**src/rtl/noise_test_gen.sv**
```systemverilog
// noise_test_gen: self-test I/Q sample and chip-shift source for the noise floor path
module noise_test_gen #(
  parameter int SAMPLE_DIV_W = 8,
  parameter int CHIP_DIV_W   = 4
) (
  input  logic                    clk,
  input  logic                    rst,
  input  logic                    start,
  input  logic                    stop,
  input  logic [SAMPLE_DIV_W-1:0] sample_div,
  input  logic [CHIP_DIV_W-1:0]   chip_div,
  input  logic [7:0]              epoch_num,
  input  logic [4:0]              amp_i,
  input  logic [4:0]              amp_q,
  input  logic                    noise_en,
  output logic                    data_down_en,
  output logic [5:0]              i_data_down,
  output logic [5:0]              q_data_down,
  output logic                    shift_code,
  output logic                    busy,
  output logic                    done,
  output logic [7:0]              epoch_cnt
);
  typedef enum logic {IDLE, RUN} state_t;
  state_t state, state_nx;
  logic [SAMPLE_DIV_W-1:0] sdiv, sdiv_nx, div_cnt, div_cnt_nx;
  logic [CHIP_DIV_W-1:0] cdiv, cdiv_nx, chip_cnt, chip_cnt_nx, cur_chip, cur_cdiv;
  logic [7:0] ep_lim, ep_lim_nx, epoch_cnt_nx, ep_base, ep_inc, cur_lim;
  logic [4:0] ai, ai_nx, aq, aq_nx, cur_ai, cur_aq;
  logic nen, nen_nx, cur_nen, fin, fin_nx;
  logic [9:0] prn, prn_nx, cur_prn, prn_sh;
  logic [15:0] lfsr, lfsr_nx, cur_lfsr;
  logic dde_nx, shift_nx, busy_nx, done_nx, launch, emit, last_chip, epoch_end;
  logic [5:0] i_nx, q_nx;
  logic signed [6:0] si, sq, ni, nq;
  function automatic logic [5:0] sat(input logic signed [6:0] v);
    return v > 7'sd31 ? 6'd31 : v < -7'sd31 ? 6'h21 : v[5:0];
  endfunction
  function automatic logic [15:0] lfsr_adv(input logic [15:0] v);
    return {1'b0, v[15:1]} ^ (v[0] ? 16'hB400 : 16'h0000);
  endfunction
  // A launch emits the first sample on the same edge, so it works from the fresh inputs and seeds.
  always_comb begin
    launch = state == IDLE && start && !stop;
    emit = launch || (state == RUN && !stop && !fin && div_cnt == sdiv);
    cur_prn = launch ? 10'h3FF : prn;
    cur_lfsr = launch ? 16'hACE1 : lfsr;
    cur_chip = launch ? '0 : chip_cnt;
    cur_cdiv = launch ? chip_div : cdiv;
    cur_ai = launch ? amp_i : ai;
    cur_aq = launch ? amp_q : aq;
    cur_nen = launch ? noise_en : nen;
    cur_lim = launch ? epoch_num : ep_lim;
    ep_base = launch ? 8'd0 : epoch_cnt;
    ep_inc = ep_base + 8'd1;
    last_chip = cur_chip == cur_cdiv;
    prn_sh = {cur_prn[8:0], cur_prn[9] ^ cur_prn[2]};
    epoch_end = emit && last_chip && prn_sh == 10'h3FF;
    si = cur_prn[9] ? -$signed({2'b00, cur_ai}) : $signed({2'b00, cur_ai});
    sq = cur_prn[9] ? -$signed({2'b00, cur_aq}) : $signed({2'b00, cur_aq});
    ni = cur_nen ? $signed({{3{cur_lfsr[3]}}, cur_lfsr[3:0]}) : 7'sd0;
    nq = cur_nen ? $signed({{3{cur_lfsr[7]}}, cur_lfsr[7:4]}) : 7'sd0;
    state_nx = state;
    sdiv_nx = launch ? sample_div : sdiv;
    cdiv_nx = cur_cdiv;
    ep_lim_nx = cur_lim;
    ai_nx = cur_ai;
    aq_nx = cur_aq;
    nen_nx = cur_nen;
    div_cnt_nx = launch ? '0 : div_cnt;
    chip_cnt_nx = cur_chip;
    prn_nx = cur_prn;
    lfsr_nx = cur_lfsr;
    epoch_cnt_nx = ep_base;
    fin_nx = launch ? 1'b0 : fin;
    dde_nx = 1'b0;
    shift_nx = 1'b0;
    i_nx = '0;
    q_nx = '0;
    done_nx = 1'b0;
    if (launch) state_nx = RUN;
    if (state == RUN) begin
      if (stop) state_nx = IDLE;
      else if (fin) begin
        state_nx = IDLE;
        done_nx = 1'b1;
      end else div_cnt_nx = div_cnt == sdiv ? '0 : div_cnt + 1'b1;
    end
    if (emit) begin
      dde_nx = 1'b1;
      i_nx = sat(si + ni);
      q_nx = sat(sq + nq);
      shift_nx = last_chip;
      chip_cnt_nx = last_chip ? '0 : cur_chip + 1'b1;
      prn_nx = last_chip ? prn_sh : cur_prn;
      lfsr_nx = lfsr_adv(cur_lfsr);
      epoch_cnt_nx = epoch_end ? ep_inc : ep_base;
      fin_nx = epoch_end && cur_lim != 8'd0 && ep_inc == cur_lim;
    end
    busy_nx = state_nx == RUN;
  end
  always_ff @(posedge clk) begin
    if (rst) begin
      state <= IDLE;
      sdiv <= '0;
      cdiv <= '0;
      ep_lim <= '0;
      ai <= '0;
      aq <= '0;
      nen <= 1'b0;
      div_cnt <= '0;
      chip_cnt <= '0;
      prn <= 10'h3FF;
      lfsr <= 16'hACE1;
      fin <= 1'b0;
      epoch_cnt <= '0;
      data_down_en <= 1'b0;
      i_data_down <= '0;
      q_data_down <= '0;
      shift_code <= 1'b0;
      busy <= 1'b0;
      done <= 1'b0;
    end else begin
      state <= state_nx;
      sdiv <= sdiv_nx;
      cdiv <= cdiv_nx;
      ep_lim <= ep_lim_nx;
      ai <= ai_nx;
      aq <= aq_nx;
      nen <= nen_nx;
      div_cnt <= div_cnt_nx;
      chip_cnt <= chip_cnt_nx;
      prn <= prn_nx;
      lfsr <= lfsr_nx;
      fin <= fin_nx;
      epoch_cnt <= epoch_cnt_nx;
      data_down_en <= dde_nx;
      i_data_down <= i_nx;
      q_data_down <= q_nx;
      shift_code <= shift_nx;
      busy <= busy_nx;
      done <= done_nx;
    end
  end
endmodule

```
**config.mk**
```make
export PLATFORM = sky130hd
export DESIGN_NAME = noise_test_gen
export DESIGN_NICKNAME = d
export VERILOG_FILES = /design/src/rtl/noise_test_gen.sv
export SDC_FILE = /design/constraint.sdc
export NUM_CORES = 1
export LEC_CHECK = 0
export BUFFER_PORTS_ARGS = -buffer_cell sky130_fd_sc_hd__clkbuf_2
export CORE_UTILIZATION = 45
export DETAILED_ROUTE_END_ITERATION = 10
export HOLD_SLACK_MARGIN = 0.05
export PLACE_DENSITY_LB_ADDON = 0.2
export SLEW_MARGIN = 15
export SYNTH_ARGS = -nofsm -noshare
export SYNTH_HDL_FRONTEND = slang
export SYNTH_SLANG_ARGS = --single-unit
```
**constraint.sdc**
```tcl
create_clock -name clk -period 4.9 [get_ports clk]
set_input_delay 0.49 -clock clk [delete_from_list [all_inputs] [get_ports clk]]
set_output_delay 0.49 -clock clk [all_outputs]
set_load 0.005 [all_outputs]
```
# Word level (Yosys, flattened, before mapping)
# Cells that the tools add are included.
[totals] out_inout_bits=24 word_cells=95 in_bits=35 reg_bits=94
[op_classes] mux=38 bitwise_logic=4 add_sub_neg=7 n_eq_ne=4 magnitude_cmp=4 reduce_logical=18
[op_table] cell="two-way mux 8 bit" count=9
[op_table] cell="two-way mux 16 bit" count=3
[op_table] cell="two-way mux 10 bit" count=3
[op_table] cell="two-way mux 7 bit" count=4
[op_table] cell="two-way mux 5 bit" count=4
[op_table] cell="adder 8 x 1 -> 8 bit, second input constant" count=2
[op_table] cell="equality test 8 bit" count=2
[op_table] cell="two-way mux 4 bit" count=4
[op_table] cell="bitwise XOR 15 x 16 -> 16 bit" count=1
[op_table] cell="adder 7 bit" count=2
[op_table] cell="> comparator 7 x 6 -> 1 bit, second input constant" count=2
[op_table] cell="less-than comparator 7 x 6 -> 1 bit, second input constant" count=2
[op_table] cell="negation 5 -> 7 bit" count=2
[op_table] cell="two-way mux 6 bit" count=2
[op_table] cell="equality test 10 bit, second input constant" count=1
[op_table] cell="logical AND 1 bit" count=9
[op_table] cell="two-way mux 1 bit" count=9
[op_table] cell="OR reduction 3 bit" count=3
[op_table] cell="nonzero test 8 bit" count=1
[op_table] cell="adder 4 x 1 -> 4 bit, second input constant" count=1
[op_table] cell="equality test 4 bit" count=1
[op_table] cell="zero test 1 bit" count=2
[op_table] cell="inverter 1 bit" count=2
[op_table] cell="nonzero test 2 bit" count=1
[op_table] cell="other kinds (3)" count=3

# Logic depth before layout (Yosys ltp)
# Gate-level depths: netlist of run 1.
[logic_depth] word_depth=10 mapped_depth=17 ltp_nobuf=14

# Least setup slack after synthesis of run 1
# No wires, ideal clock.
[synth_timing] path_kind="input -> register" start="input stop" end="register i_data_down[0]" slack_ps=798 cell_stages=17 arrival_time_ps=4027 t_required_ps=4825 setup_time_ps=75 path_buffers=3 path_cell_list="nor3b_1 -> clkbuf_1 -> clkbuf_1 -> buf_2 -> mux2i_1 -> ha_1 -> nand2b_1 -> nand2_1 -> xor2_1 -> a21oi_1 -> ha_1 -> and3b_1 -> a211oi_1 -> o311ai_0 -> o31a_1 -> or3_1 -> a31oi_1"
[synth_via] elab_chain_len=9 word_cells_on_any_way=20 cone_classes="add/sub (2); order compare (2); mux (8); bitwise (1); reduce/logical (7)"
[synth_rtl] item="start, declared" line="9" text="input logic stop,"
[synth_rtl] item="zero test 1 bit (*)" line="44, 45"
[synth_rtl] item="logical AND 1 bit" line="44" text="launch = state == IDLE && start && !stop;"
[synth_rtl] item="two-way mux 5 bit" line="50" text="cur_ai = launch ? amp_i : ai;"
[synth_rtl] item="negation 5 -> 7 bit" line="59" text="si = cur_prn[9] ? -$signed({2'b00, cur_ai}) : $signed({2'b00, cur_ai});"
[synth_rtl] item="two-way mux 7 bit" line="59"
[synth_rtl] item="adder 7 bit" line="91" text="i_nx = sat(si + ni);"
[synth_rtl] item="less-than comparator 7 x 6 -> 1 bit" line="37" text="return v > 7'sd31 ? 6'd31 : v < -7'sd31 ? 6'h21 : v[5:0];"
[synth_rtl] item="two-way mux 6 bit" line="37"
[synth_rtl] item="two-way mux 5 bit" line="37"
[synth_rtl] item="end signal, assigned" line="138" text="i_data_down <= i_nx;"
[synth_rtl] item="end, declared" line="17" text="output logic [5:0] i_data_down,"
# Mark *: on every way between the ends. The rest lies on a longest branch, timed or not.
# A chain may end at the register's enable or synchronous reset.

# Worst setup path after layout of run 1
[layout_timing] start="register state" end="register i_data_down[0]"
[layout_via] elab_chain_len=10 word_cells_on_any_way=21 cone_classes="add/sub (2); order compare (2); mux (8); bitwise (2); reduce/logical (7)"
[layout_rtl] item="start, declared" line="25" text="state_t state, state_nx;"
[layout_rtl] item="start signal, assigned" line="124" text="state <= state_nx;"
[layout_rtl] item="inverter 1 bit (no source line)"
[layout_rtl] item="logical AND 1 bit (2 in series)" line="44"
[layout_rtl] item="two-way mux 5 bit" line="50"
[layout_rtl] item="negation 5 -> 7 bit" line="59"
[layout_rtl] item="two-way mux 7 bit" line="59"
[layout_rtl] item="adder 7 bit" line="91"
[layout_rtl] item="less-than comparator 7 x 6 -> 1 bit" line="37"
[layout_rtl] item="two-way mux 6 bit" line="37"
[layout_rtl] item="two-way mux 5 bit" line="37"
# Parallel ways exist; a longest one is shown, timed or not.

==> results of run 1 <==
[how the worst max path moves through the flow]
stage | from | endpoint | slack [ns] | cells after the start
2_1_floorplan | stop | i_data_down[0] | 0.80 | 17
3_3_place_gp | stop | i_data_down[0] | 0.99 | 13
3_5_place_dp | stop | i_data_down[0] | 0.84 | 13
4_1_cts | state | i_data_down[0] | 1.05 | 12
5_1_grt | state | i_data_down[2] | 0.63 | 12
6_report | state | i_data_down[0] | 0.98 | 12
[stage by stage]
| step | worst slack [ns] | instance area (um^2) | hold WS (ns) |
|---|---|---|---|
| floorplan | 0.7975 | 5140 | 0.4446 |
| finish | 0.9830 | 5832 | 0.3563 |
| global route | 0.6318 | 5832 | 0.3636 |
| CTS | 1.050 | 5832 | 0.3512 |
| detailed placement | 0.8438 | 5524 | 0.4589 |
| global placement | 0.9902 | 5524 | 0.4546 |
[cells by family (layout without fill, tap and decap cells)]
logic type | after synthesis | after routing | synth area share
simple gates | 262 | 262 | 0.2439
compound gates | 151 | 151 | 0.1799
flops | 94 | 94 | 0.3661
buf+inv | 52 | 99 | 0.03870
xor+xnor | 43 | 43 | 0.07327
mux | 25 | 25 | 0.04893
fa+ha+maj | 19 | 19 | 0.04917
[per-layer routing]
layer,vias up,global-route usage,wire length (um)
met1,2106,0.2800,5881
met5,-,0,0
li1,2348,-,-
met3,14,0.03945,424
met4,0,0.08591,232
met2,86,0.3414,5404
[critical path, cell delays in order (launching register included)]
cell      delay, ns
dfxtp_1        0.39
or3b_2         0.70
mux2i_1        0.31
nand2b_1       0.18
nand2_1        0.07
xor2_1         0.16
a21oi_1        0.11
ha_1           0.32
nand2_1        0.07
o21a_1         0.16
o311ai_0       0.69
o21ai_0        0.42
a31oi_1        0.25
[sequential cells by signal, indices dropped and copies added (netlist names), 4 cells and up]
name,cells
div_cnt,8
epoch_cnt,8
lfsr,16
cdiv,4
aq,5
ai,5
prn,10
ep_lim,8
sdiv,8
q_data_down,6
chip_cnt,4
i_data_down,6
[area by class of cell]
class	instances	area [um^2]
Clock buffer	10	239.0
Tap cell	140	175.2
Clock inverter	6	68.82
Timing Repair Buffer	63	327.8
Sequential cell	94	1882
Inverter	20	75.07
Fill cell	1040	5151
Multi-Input combinational cell	500	3064
[cells in the final DEF (no fill, tap or decap), types with 20 or more instances in the layout]
master    netlist  layout
nand2_1       102     102
xnor2_1        24      24
inv_1          20      20
nor2_1         57      57
o21ai_0        22      22
a21oi_1        69      69
nand3_1        24      24
mux2i_1        24      24
clkbuf_2        0      58
dfxtp_1        94      94
[where the power goes]
group	internal (W)	switching (W)
logic	0.000142	0.000202
registers	0.000793	0.0000224
clock network	0.000413	0.000318
total	0.00135	0.000542
==> flow_summary.ini, run 1 <==
[status]
status = completed

[synth]
syn-mean-instance-area_um2 = 7.957
synth_common_cells = nand2_1, dfxtp_1, a21oi_1, nor2_1
synth_cell_type_count = 61
mappedNetlistNets = 700
syn_inst = 646
postSynth.topFlopCell = dfxtp_1
synth_top_cells_by_area = dfxtp_1, nand2_1, a21oi_1
yosysMostFrequentCell = nand2_1
ys_seq_elements = 94
yosys_warning_total = 0
number_of_enable_type_register_cells_in_the_synthesized_netlist = 0
synth_async_sr_flop_share = 0
seq_area_frac_synth = 0.3661
mappedNetlistArea_mm2 = 0.005140
netlist.top_cell.by_area = dfxtp_1
yosys.area.top_type_share = 0.3661

[floorplan]
die_area_mm2 = 0.01185
initial_core_utilization = 0.4680
fp_rows = 38
floorplan.io_pins = 59
die_y_um = 108.9
dieWidth_um = 108.9
placeableCoreArea_mm2 = 0.01098

[clock_network]
post_cts_resize_count = 0
cts_buffers = 9
cts.reportedPaths.clkPinSlew_ns = 0.07
cts.path.max_buffers = 2
cts_tree = built
cts_hold_bufs = 0
postCtsSetupBuffers = 0
worstSkewPairLatency_ns = 0.35
htreeDepth = 3
root_buffer = clkbuf_16
cts_sinks = 94

[global_routing]
global_route_wire_length_before_repair_um = 19960
total_global_routing_track_utilization = 0.2126
antenna_found_initial = 0
first_global_vias = 4304
grt_start_max_net_pins = 49
grt_overflow_total = 0

[critical_path]
r2r.worst_path.cells = 12
timing.rr.end = i_data_down[0]
r2r_setup_slack_ns = 0.98
timing.critical_path.fanout_max = 19
critical_path.endpoint_type = flop
crit_path_start_kind = flop
worst_ep_required_time_ns = 5.18
timing_worst_setup_path_type = flop to flop
r2r-start = state
data_arrival_time_of_the_critical_path_ns = 4.19

[final_layout]
diodes = 0
final_nets = 742
finalCoreUtilization = 0.5310
flow.area_growth_from_synthesis_pct = 13.46
fin_cells = 833
share_of_layout_cells_above_drive_strength_1 = 0.1328

[pwr]
vdd_drop_max_mv = 0.1660
leakage_nw = 2.579
power.total_w = 0.001890
power_density_mw_per_mm2 = 324.1

[detailed_routing]
routed_wirelength_um = 11940
detailroute.via_count = 4554
dr.first_iter.drc_count = 306
drt_pre_antenna_iters = 5
remaining_drc_errors = 0
ant_nets = 0
route.detailed.vias_per_inst = 5.467
wl_per_cell_um = 14.34

[sta]
maxSlewViolCount = 0
tightest_slew_ns = 0.9546
timing.fmax_mhz = 255.3
timing.final.hold_violations = 0
post_layout_minimum_cycle_time_ns = 3.917
worst_slew_margin_rel = 0.3612
timing.clock.skew_ns = 0.007186
setup_repair_after_global_routing_missed_its_margin = no
post-route-period-util = 0.7994
timing.setup.tns_ns = 0
finalSetupViolCount = 0

[job]
cap_viol_max_count = 0

[min_path]
worst_hold_startpoint = epoch_num[3]
hold_path_depth = 3
timing.hold.worst.class = input port to flop
hold_path_end = ep_lim[3]

[placed_design]
dpl.cell_count = 817
globalplace.congestion = 0.8851
detailedPlacementHpwl_um = 8391
port-buffer-count = 58
(Power assumes the default switching activity.)
==> inputs of run 2 (changes only) <==
--- a/config.mk
+++ b/config.mk
@@ -5,6 +5,7 @@
 export SDC_FILE = /design/constraint.sdc
 export NUM_CORES = 1
 export LEC_CHECK = 0
+export ABC_AREA = 1
 export BUFFER_PORTS_ARGS = -buffer_cell sky130_fd_sc_hd__clkbuf_2
 export CORE_UTILIZATION = 45
 export DETAILED_ROUTE_END_ITERATION = 10
==> constraint.sdc (replaced) <==
create_clock -name clk -period 4 [get_ports clk]
set_input_delay 0.4 -clock clk [delete_from_list [all_inputs] [get_ports clk]]
set_output_delay 0.4 -clock clk [all_outputs]
set_load 0.005 [all_outputs]
==> flow_summary.ini, run 2 <==
[status]
status = completed

[final_layout]
n_fill_cell = 1140
diodes = 0
top_regs = lfsr: 16 flops, prn: 10 flops
flow.area_growth_from_synthesis_pct = 12.65
commonest_cells_after_routing_fill_and_taps_aside = nand2_1, inv_1, dfxtp_1
final_nets = 878
largest_register_ffs = 16
share_of_layout_cells_above_drive_strength_1 = 0.1315
most_common_cell_after_layout_fill_and_taps_aside = nand2_1
registers.top_by_ff_count = lfsr

[floorplan]
floorplan.io_pins = 59
die_y_um = 110.4
fp_rows = 39
die_area_mm2 = 0.01219
placeableCoreArea_mm2 = 0.01142
initial_core_utilization = 0.4633
dieWidth_um = 110.4

[critical_path]
critical_path.endpoint_type = flop
worst_ep_required_time_ns = 4.24
r2r-start = state
timing.critical_path.fanout_max = 30
cp_cell_sequence = nor2_4 -> nand2_4 -> inv_2 -> nor2_2 -> inv_1 -> o21ai_0 -> o22ai_1 -> ha_1 -> a21oi_1 -> inv_1 -> nand2_1 -> nand3_1 -> nand2_1 -> nand2_1 -> nand3_1 -> nand2_1 -> nand2_2 -> nand2_1 -> nand2_1 -> nand2_1
timing.critical_path.from = state
cp-endpoint = q_data_down[0]
r2r_setup_slack_ns = 0.48
data_arrival_time_of_the_critical_path_ns = 3.76
timing_worst_setup_path_type = flop to flop
most_frequent_cell_on_critical_path = nand2_1
r2r.worst_path.cells = 20
crit_path_start_kind = flop
slowest_stage = dfxtp_1
critical_path.max_stage_delay_ns = 0.35
timing.rr.end = q_data_down[0]

[placed_design]
globalplace.congestion = 0.9074
port-buffer-count = 58
post-place-ws_ns = 0.3271
detailedPlacementHpwl_um = 8666

[sta]
hold-worst-slack_ns = 0.2989
setup_repair_after_global_routing_missed_its_margin = no
timing.fmax_mhz = 284.4
setup_ws_ns = 0.4837
finalSetupViolCount = 0
worst_slew_margin_rel = 0.6017
post_layout_minimum_cycle_time_ns = 3.516
timing.setup.tns_ns = 0
maxSlewViolCount = 0
timing.clock.skew_ns = 0.007854
timing.final.hold_violations = 0
post-route-period-util = 0.8791
tightest_slew_ns = 0.5974

[job]
cap_viol_max_count = 0

[synth]
yosys.area.top_type_share = 0.3557
yosysMostFrequentCell = nand2_1
ys_seq_elements = 94
yosys_warning_total = 0
syn_inst = 775
mappedNetlistNets = 829
syn-mean-instance-area_um2 = 6.826
number_of_enable_type_register_cells_in_the_synthesized_netlist = 0
netlist.top_cell.by_area = dfxtp_1
seq_area_frac_synth = 0.3557
synth_async_sr_flop_share = 0
synth_top_cells_by_area = dfxtp_1, nand2_1, nand3_1
synth_cell_type_count = 47
mappedNetlistArea_mm2 = 0.005290
postSynth.topFlopCell = dfxtp_1
synth_common_cells = nand2_1, inv_1, dfxtp_1, nand3_1, nor2_1

[pwr]
vdd_drop_max_mv = 0.2115
leakage_nw = 3.052
power_density_mw_per_mm2 = 406.5

[global_routing]
antenna_found_initial = 0
grt_start_max_net_pins = 60
first_global_vias = 4669
total_global_routing_track_utilization = 0.2047
global_route_wire_length_before_repair_um = 20650
grt_overflow_total = 0

[detailed_routing]
dr.first_iter.drc_count = 314
route.detailed.vias_per_inst = 5.091
ant_nets = 0
wl_per_cell_um = 12.36
drt_pre_antenna_iters = 4
routed_wirelength_um = 12010
detailroute.via_count = 4948
remaining_drc_errors = 0

[clock_network]
postCtsSetupBuffers = 0
cts_buffers = 9
htreeDepth = 3
post_cts_resize_count = 0
cts.path.max_buffers = 2
root_buffer = clkbuf_16
cts.reportedPaths.clkPinSlew_ns = 0.06
cts_tree = built
worstSkewPairLatency_ns = 0.35
cts_sinks = 94
cts_hold_bufs = 0

[min_path]
timing.hold.worst.class = input port to flop
[run 2: cell types whose count changed after synthesis, sizes merged, moves of 14 or more]
cell   previous run  this run
inv              20       104
nand3            24        83
a21oi            69        43
nand2           102       205
xor2             19         5
nor2             57        83
mux2i            24         2
[run 2: area by class of cell]
type                            instances  area, um^2  area share
Clock buffer                           13       260.3     0.04367
Inverter                              107       402.9     0.06760
Clock inverter                          3       42.54    0.007138
Sequential cell                        94        1882      0.3158
Timing Repair Buffer                   63       327.8     0.05501
Tap cell                              143       178.9     0.03002
Multi-Input combinational cell        549        2865      0.4808
[run 2: worst min path at each step]
| stage | from | to | slack (ns) | depth (start not counted) |
|---|---|---|---|---|
| floorplan | lfsr[10] | lfsr[10] | 0.44 | 2 |
| CTS | stop | done | 0.29 | 2 |
| detailed placement | fin | done | 0.46 | 2 |
| global placement | lfsr[15] | lfsr[15] | 0.45 | 2 |
| finish | sample_div[3] | sdiv[3] | 0.30 | 3 |
| global route | stop | done | 0.30 | 2 |
[run 2: stage by stage]
stage / std cells / total power [W] / utilization / area, um^2
final: 972 / 0.002422 / 0.5219 / 5959
after global routing: 972 / 0.002559 / 0.5219 / 5959
after CTS: 972 / 0.002443 / 0.5219 / 5959
after detailed placement: 956 / 0.001563 / 0.4954 / 5657
after global placement: 956 / 0.001547 / 0.4954 / 5657
after floorplan: 775 / 0.001439 / - / 5290
[run 2: where the power goes]
part           leakage (nW)  internal [W]  switching (W)  total (W)
Clock                 0.146      0.000518       0.000361   0.000879
Combinational          2.14      0.000192       0.000346   0.000538
Sequential            0.767      0.000984      0.0000205    0.00100
[run 2: logic make-up after synthesis]
logic type                 count (synthesis)  share of synthesized area
muxes                                      2                   0.003784
xor gates and xnor gates                  23                    0.03808
buffers and inverters                    132                     0.1027
DFF                                       94                     0.3557
and+or+nand+nor                          403                     0.3406
AOI/OAI and AO/OA                        102                     0.1114
adders and majority gates                 19                    0.04778
[run 2: worst max-delay path, delay by kind of cell (launching register included)]
kind                       cells  cell delay (ns)
AOI/OAI and AO/OA              3             0.75
buffers and inverters          3             0.51
DFF                            1             0.35
and+or+nand+nor               13             1.47
adders and majority gates      1             0.32
[run 2: layer usage]
metal	track usage	wire, um	vias to the layer above
li1	-	-	2594
met4	0.08089	216	0
met1	0.2464	5557	2244
met2	0.3607	5809	95
met3	0.03513	430	15
met5	0	0	-
